<file path="src/rtl/an_code_pkg.sv">
// Shared constants, status encodings and FSM state type for the AN(13837) code path.
package an_code_pkg;

  localparam int unsigned A_24  = 13837;
  localparam int unsigned AW_24 = 14;
  localparam int unsigned NW_24 = 38;
  localparam int unsigned K_24  = 24;

  localparam logic [1:0] ST_CLEAN  = 2'b00;
  localparam logic [1:0] ST_CORR   = 2'b01;
  localparam logic [1:0] ST_UNCORR = 2'b10;

  typedef enum logic [1:0] {
    StIdle,
    StDiv,
    StSearch,
    StDone
  } dec_state_e;

endpackage

</file>
<file path="src/rtl/an_serial_divmod.sv">
// Bit-serial restoring divider by the constant A: one dividend bit per cycle, MSB first.
module an_serial_divmod #(
  parameter int unsigned A  = 13837,
  parameter int unsigned AW = 14,
  parameter int unsigned NW = 38
) (
  input  logic          clk_i,
  input  logic          rst_i,
  input  logic          start_i,
  input  logic [NW-1:0] dividend_i,
  output logic          busy_o,
  output logic          done_o,
  output logic [NW-1:0] quot_o,
  output logic [AW-1:0] rem_o
);

  localparam int unsigned CW = $clog2(NW);
  localparam logic [CW-1:0] CntMax = CW'(NW - 1);
  localparam logic [AW:0] AExt = A[AW:0];

  logic [NW-1:0] dvd_q, quot_q;
  logic [AW-1:0] rem_q, rem_d;
  logic [CW-1:0] cnt_q;
  logic          busy_q, done_q;
  logic [AW:0]   t;
  logic          t_ge;

  always_comb begin
    t     = {rem_q, dvd_q[NW-1]};
    t_ge  = (t >= AExt);
    rem_d = t_ge ? AW'(t - AExt) : t[AW-1:0];
  end

  always_ff @(posedge clk_i) begin
    if (rst_i) begin
      dvd_q  <= '0;
      quot_q <= '0;
      rem_q  <= '0;
      cnt_q  <= '0;
      busy_q <= 1'b0;
      done_q <= 1'b0;
    end else begin
      done_q <= 1'b0;
      if (start_i) begin
        dvd_q  <= dividend_i;
        quot_q <= '0;
        rem_q  <= '0;
        cnt_q  <= CntMax;
        busy_q <= 1'b1;
      end else if (busy_q) begin
        dvd_q  <= {dvd_q[NW-2:0], 1'b0};
        quot_q <= {quot_q[NW-2:0], t_ge};
        rem_q  <= rem_d;
        cnt_q  <= cnt_q - 1'b1;
        if (cnt_q == '0) begin
          busy_q <= 1'b0;
          done_q <= 1'b1;
        end
      end
    end
  end

  assign busy_o = busy_q;
  assign done_o = done_q;
  assign quot_o = quot_q;
  assign rem_o  = rem_q;

endmodule

</file>
<file path="src/rtl/an_sec_decoder.sv">
// Sequential single-error-correcting AN-code decoder: serial divide, then walk 2^j mod A.
module an_sec_decoder
  import an_code_pkg::*;
#(
  parameter int unsigned A  = A_24,
  parameter int unsigned AW = AW_24,
  parameter int unsigned NW = NW_24,
  parameter int unsigned K  = K_24,
  parameter int unsigned LW = 7
) (
  input  logic          clk_i,
  input  logic          rst_i,
  input  logic          in_valid_i,
  output logic          in_ready_o,
  input  logic [NW-1:0] in_cw_i,
  output logic          out_valid_o,
  input  logic          out_ready_i,
  output logic [K-1:0]  out_data_o,
  output logic [1:0]    out_status_o,
  output logic [LW-1:0] out_loc_o
);

  localparam int unsigned JW = $clog2(NW);
  localparam logic [JW-1:0] JMax = JW'(NW - 1);
  localparam logic [AW:0] AExt = A[AW:0];

  dec_state_e    state_q;
  logic          in_ready_q, out_valid_q;
  logic [K-1:0]  out_data_q;
  logic [1:0]    out_status_q;
  logic [LW-1:0] out_loc_q;
  logic [JW-1:0] j_q;
  logic [AW-1:0] p_q;
  logic [NW-1:0] q_q;

  logic          div_start, div_busy, div_done;
  logic [NW-1:0] quot;
  logic [AW-1:0] synd;

  assign div_start = (state_q == StIdle) && in_valid_i && !div_busy;

  an_serial_divmod #(
    .A  (A),
    .AW (AW),
    .NW (NW)
  ) u_divmod (
    .clk_i      (clk_i),
    .rst_i      (rst_i),
    .start_i    (div_start),
    .dividend_i (in_cw_i),
    .busy_o     (div_busy),
    .done_o     (div_done),
    .quot_o     (quot),
    .rem_o      (synd)
  );

  // Residue walk: p = 2^j mod A, q = floor(2^j / A), advanced by doubling.
  logic [AW:0]   p_dbl;
  logic          p_ge;
  logic [AW-1:0] p_nxt, neg_p;
  logic [NW-1:0] q_nxt;
  logic          match_pos, match_neg;
  logic [K-1:0]  data_pos, data_neg;
  logic [LW-1:0] loc_mag;

  always_comb begin
    p_dbl     = {p_q, 1'b0};
    p_ge      = (p_dbl >= AExt);
    p_nxt     = p_ge ? AW'(p_dbl - AExt) : p_dbl[AW-1:0];
    q_nxt     = {q_q[NW-2:0], p_ge};
    neg_p     = AW'(AExt - {1'b0, p_q});
    match_pos = (synd == p_q);
    match_neg = (synd == neg_p);
    data_pos  = K'(quot - q_q);
    data_neg  = K'(quot + q_q + NW'(1));
    loc_mag   = LW'(j_q) + LW'(1);
  end

  always_ff @(posedge clk_i) begin
    if (rst_i) begin
      state_q      <= StIdle;
      in_ready_q   <= 1'b1;
      out_valid_q  <= 1'b0;
      out_data_q   <= '0;
      out_status_q <= ST_CLEAN;
      out_loc_q    <= '0;
      j_q          <= '0;
      p_q          <= '0;
      q_q          <= '0;
    end else begin
      case (state_q)
        StIdle: begin
          if (div_start) begin
            state_q    <= StDiv;
            in_ready_q <= 1'b0;
          end
        end
        StDiv: begin
          if (div_done) begin
            if (synd == '0) begin
              state_q      <= StDone;
              out_valid_q  <= 1'b1;
              out_status_q <= ST_CLEAN;
              out_loc_q    <= '0;
              out_data_q   <= quot[K-1:0];
            end else begin
              state_q <= StSearch;
              j_q     <= '0;
              p_q     <= AW'(1);
              q_q     <= '0;
            end
          end
        end
        StSearch: begin
          if (match_pos) begin
            state_q      <= StDone;
            out_valid_q  <= 1'b1;
            out_status_q <= ST_CORR;
            out_loc_q    <= loc_mag;
            out_data_q   <= data_pos;
          end else if (match_neg) begin
            state_q      <= StDone;
            out_valid_q  <= 1'b1;
            out_status_q <= ST_CORR;
            out_loc_q    <= -loc_mag;
            out_data_q   <= data_neg;
          end else if (j_q == JMax) begin
            state_q      <= StDone;
            out_valid_q  <= 1'b1;
            out_status_q <= ST_UNCORR;
            out_loc_q    <= '0;
            out_data_q   <= quot[K-1:0];
          end else begin
            j_q <= j_q + 1'b1;
            p_q <= p_nxt;
            q_q <= q_nxt;
          end
        end
        StDone: begin
          if (out_ready_i) begin
            state_q     <= StIdle;
            out_valid_q <= 1'b0;
            in_ready_q  <= 1'b1;
          end
        end
        default: state_q <= StIdle;
      endcase
    end
  end

  assign in_ready_o   = in_ready_q;
  assign out_valid_o  = out_valid_q;
  assign out_data_o   = out_data_q;
  assign out_status_o = out_status_q;
  assign out_loc_o    = out_loc_q;

endmodule

</file>
<file path="config.mk">
export PLATFORM = sky130hd
export DESIGN_NAME = an_sec_decoder
export DESIGN_NICKNAME = d
export VERILOG_FILES = /design/src/rtl/an_code_pkg.sv /design/src/rtl/an_serial_divmod.sv /design/src/rtl/an_sec_decoder.sv
export SDC_FILE = /design/constraint.sdc
export NUM_CORES = 1
export LEC_CHECK = 0
export BUFFER_PORTS_ARGS = -buffer_cell sky130_fd_sc_hd__clkbuf_2
export CAP_MARGIN = 15
export CORE_AREA = 5 5 274 169
export DETAILED_ROUTE_END_ITERATION = 10
export DIE_AREA = 0 0 279 174
export PLACE_DENSITY = 0.42
export SYNTH_ARGS = -nofsm -noshare
export SYNTH_HDL_FRONTEND = slang
export SYNTH_SLANG_ARGS = --single-unit
</file>
<file path="constraint.sdc">
create_clock -name clk_i -period 3.33 [get_ports clk_i]
set_clock_uncertainty 0.1 [all_clocks]
set_input_delay 0.333 -clock clk_i [delete_from_list [all_inputs] [get_ports clk_i]]
set_output_delay 0.333 -clock clk_i [all_outputs]
set_load 0.05 [all_outputs]
</file>
==> flow_metrics.tcl <==
set metrics [dict create \
    outcome "finished, final reports clean" \
    grt_antenna_before_repair 0 \
    synth_mux_area_share_pct 3.91 \
    cts_max_level 4 \
    drtPass1Iterations 5 \
    wirelength_mm 35.6 \
    synth_top_family_by_area "compound AO/OA/AOI/OAI gates" \
    hold_slack_ns 0.0787 \
    synth_xor_area_share_pct 5.31 \
    worst_pin_slew_ns 0.735 \
    clock_latency_ns 0.45 \
    yosys_register_bits 165 \
    synthesis.area_um2 10700 \
    syn_nets 1534 \
    coreArea_um2 43800 \
    start_util_pct 24.5 \
    drv_slew 0 \
    synthTopCellsByArea "dfxtp_1 31%, a21oi_1 7.9%, ha_1 6.8%, nand2_1 6.2%, nor2_1 5.8%" \
    synthAdderAreaFrac_pct 7.14 \
    period_share_pct 97.4 \
    grt_max_degree 73 \
    synth-async-reset-ratio_pct 0 \
    clockBufferDepth 2 \
    postPlaceCellArea_um2 12000 \
    avgSynthCellArea_um2 7.49 \
    path_class "reg -> reg" \
    crit_arrival_ns 3.51 \
    cp_data_required_time_ns 3.60 \
    hold_path_class "in -> reg" \
    final_area_um2 12800 \
    n_fill_cell 4796 \
    postCtsHoldBufs 0 \
    ys.flop_type "dfxtp_1" \
    synth_edf_count 0 \
    routedWlPerCell_um 17.1 \
    numClockSinks 165 \
    drive_gt1_share_pct 15.1 \
    grt_overflow 0 \
    start_kind "flop" \
    cts_tree "done" \
    syn_to_final_growth_pct 18.9 \
    grt_pass1_wl_mm 56.6 \
    fmax_ghz 0.308 \
    clk_pin_slew_worst_paths_ns 0.07 \
    irDropWorstVdd_mv 0.539 \
    dr_total_vias 10200 \
    seqCellArea_um2 3310 \
    seq_area_frac_synth_pct 30.8 \
    setup_violations 0 \
    insertedDiodeCount 0 \
    yosysWarnings 0 \
    synth_top_area_cell "dfxtp_1" \
    fin_nets 1589 \
    ys_types 82 \
    rows 60 \
    post-route-util_pct 29.1 \
    die_h_um 174 \
    dieArea_um2 48500 \
    synth-simple-area-share_pct 22.1 \
    drcViolationCount 0 \
    post_drt_via_cell_ratio 4.90 \
    io_pins 77 \
    p_per_area_nw_per_um2 665 \
    cap_violations 0 \
    rsz0062_at_grt "true" \
    worstSetupEndpointType "flop" \
    synth_cells 1432 \
    synth_top_area_share_pct 30.8 \
    slew_headroom_pct 51.0 \
    dp_hpwl_mm 25.4 \
    synth_compound_area_share_pct 24.2 \
    crit_fanout 9 \
    grt_pass1_vias 9685 \
    hold_violations 0 \
    cts_buffers 17 \
    gp_congestion 0.885 \
    track_usage_pct 14.4 \
    multi_input_area_um2 6880 \
    leakage_nw 5.10 \
    io_buffers 76 \
    drtAntennaViolNets 0 \
    period_needed_ns 3.24 \
    drt_iter0_drc 731 \
    cts-root-buf "clkbuf_16" \
    fp.dieW_um 279 \
]
## sequential cells by signal, summed over array words and instances (netlist names), 2 cells and up
register / flops
u_divmod.dvd_q: 38
out_data_o: 24
q_q: 24
u_divmod.quot_o: 24
p_q: 14
u_divmod.rem_o: 14
out_loc_o: 7
j_q: 6
u_divmod.cnt_q: 6
out_status_o: 2
state_q: 2
## power by group
| group | internal (mW) | switching (mW) | total, mW | leakage [nW] |
|---|---|---|---|---|
| Sequential | 2.24 | 0.295 | 2.54 | 1.34 |
| Clock | 1.18 | 0.933 | 2.11 | 0.295 |
| Combinational | 1.34 | 2.49 | 3.83 | 3.47 |
## logic make-up after synthesis
| kind of cell | after synthesis |
|---|---|
| and+or+nand+nor | 519 |
| adders and majority gates | 60 |
| muxes | 41 |
| buffers and inverters | 172 |
| DFF | 165 |
| AOI/OAI and AO/OA | 410 |
| xor gates and xnor gates | 65 |
## final timing paths
kind,startpoint,to,slack (ns),cells past startpoint
worst min register to register,out_data_o[0],out_data_o[0],0.36,2
worst max register to register,p_q[2],out_data_o[9],0.09,10
worst min-delay path,out_ready_i,in_ready_o,0.08,3
worst max-delay path,p_q[2],out_data_o[9],0.09,10
## per-layer routing
metal	part of all wire [%]	routed length (µm)	track usage [%]	up-vias
met4	1.6	571	3.46	0
li1	-	-	-	5151
met5	0	0	0	-
met3	4.4	1560	2.87	25
met1	53	18900	22.2	4862
met2	41	14600	20.4	197
## Yosys cell counts (all sizes together), types with 24 or more instances
cell    count
dfxtp     165
a21oi     169
mux2i      37
xor2       24
inv        58
o21ai      59
xnor2      41
a211oi     24
nor3       31
buf        33
clkbuf     80
nand3      50
nor2      166
nand2     176
ha         58
## cell usage in the layout, fill, tap and decap left out, drive strengths merged, types with 50 or more instances in the layout
cell,netlist,routed
nand2,176,176
a21oi,169,169
nor2,166,166
dfxtp,165,165
clkbuf,80,95
buf,33,74
inv,58,61
o21ai,59,59
ha,58,58
nand3,50,50
## metrics by stage
stage	setup TNS, ns	cells	setup WS [ns]	total power, mW
floorplan	0	1432	0.165	5.04
global placement	0	2052	0.0307	6.33
detailed placement	-0.0746	2052	-0.0488	6.34
CTS	0	2084	0.0177	8.51
global route	-0.227	2089	-0.0433	9.06
finish	0	2089	0.0881	8.48
## critical path, stage by stage, from the launching register on
cell	delay [ns]
dfxtp_1	0.31
ha_1	0.21
a2111o_1	0.48
nand2b_1	0.22
a41oi_1	0.24
nand4_2	0.20
or4_4	0.64
o32a_1	0.21
a221oi_2	0.26
a211oi_1	0.10
nor3_2	0.18
## area by class of cell
type                    count  area share, %
clock buffers              20           3.66
flip-flops and latches    165           25.9
clock inverters            12           1.13
repair buffers            149           7.85
inverters                  59           1.74
well taps                 589           5.78
multi-input cells        1095           53.9
## what timing repair did
action                                  4_1_cts  5_1_grt
pin swaps                                     1        5
setup buffers                                 0        4
cloned                                        0        1
endpoints found under the setup margin        3       49
resized for setup                             4       29
No activity file was read; power rests on OpenSTA's default activity.
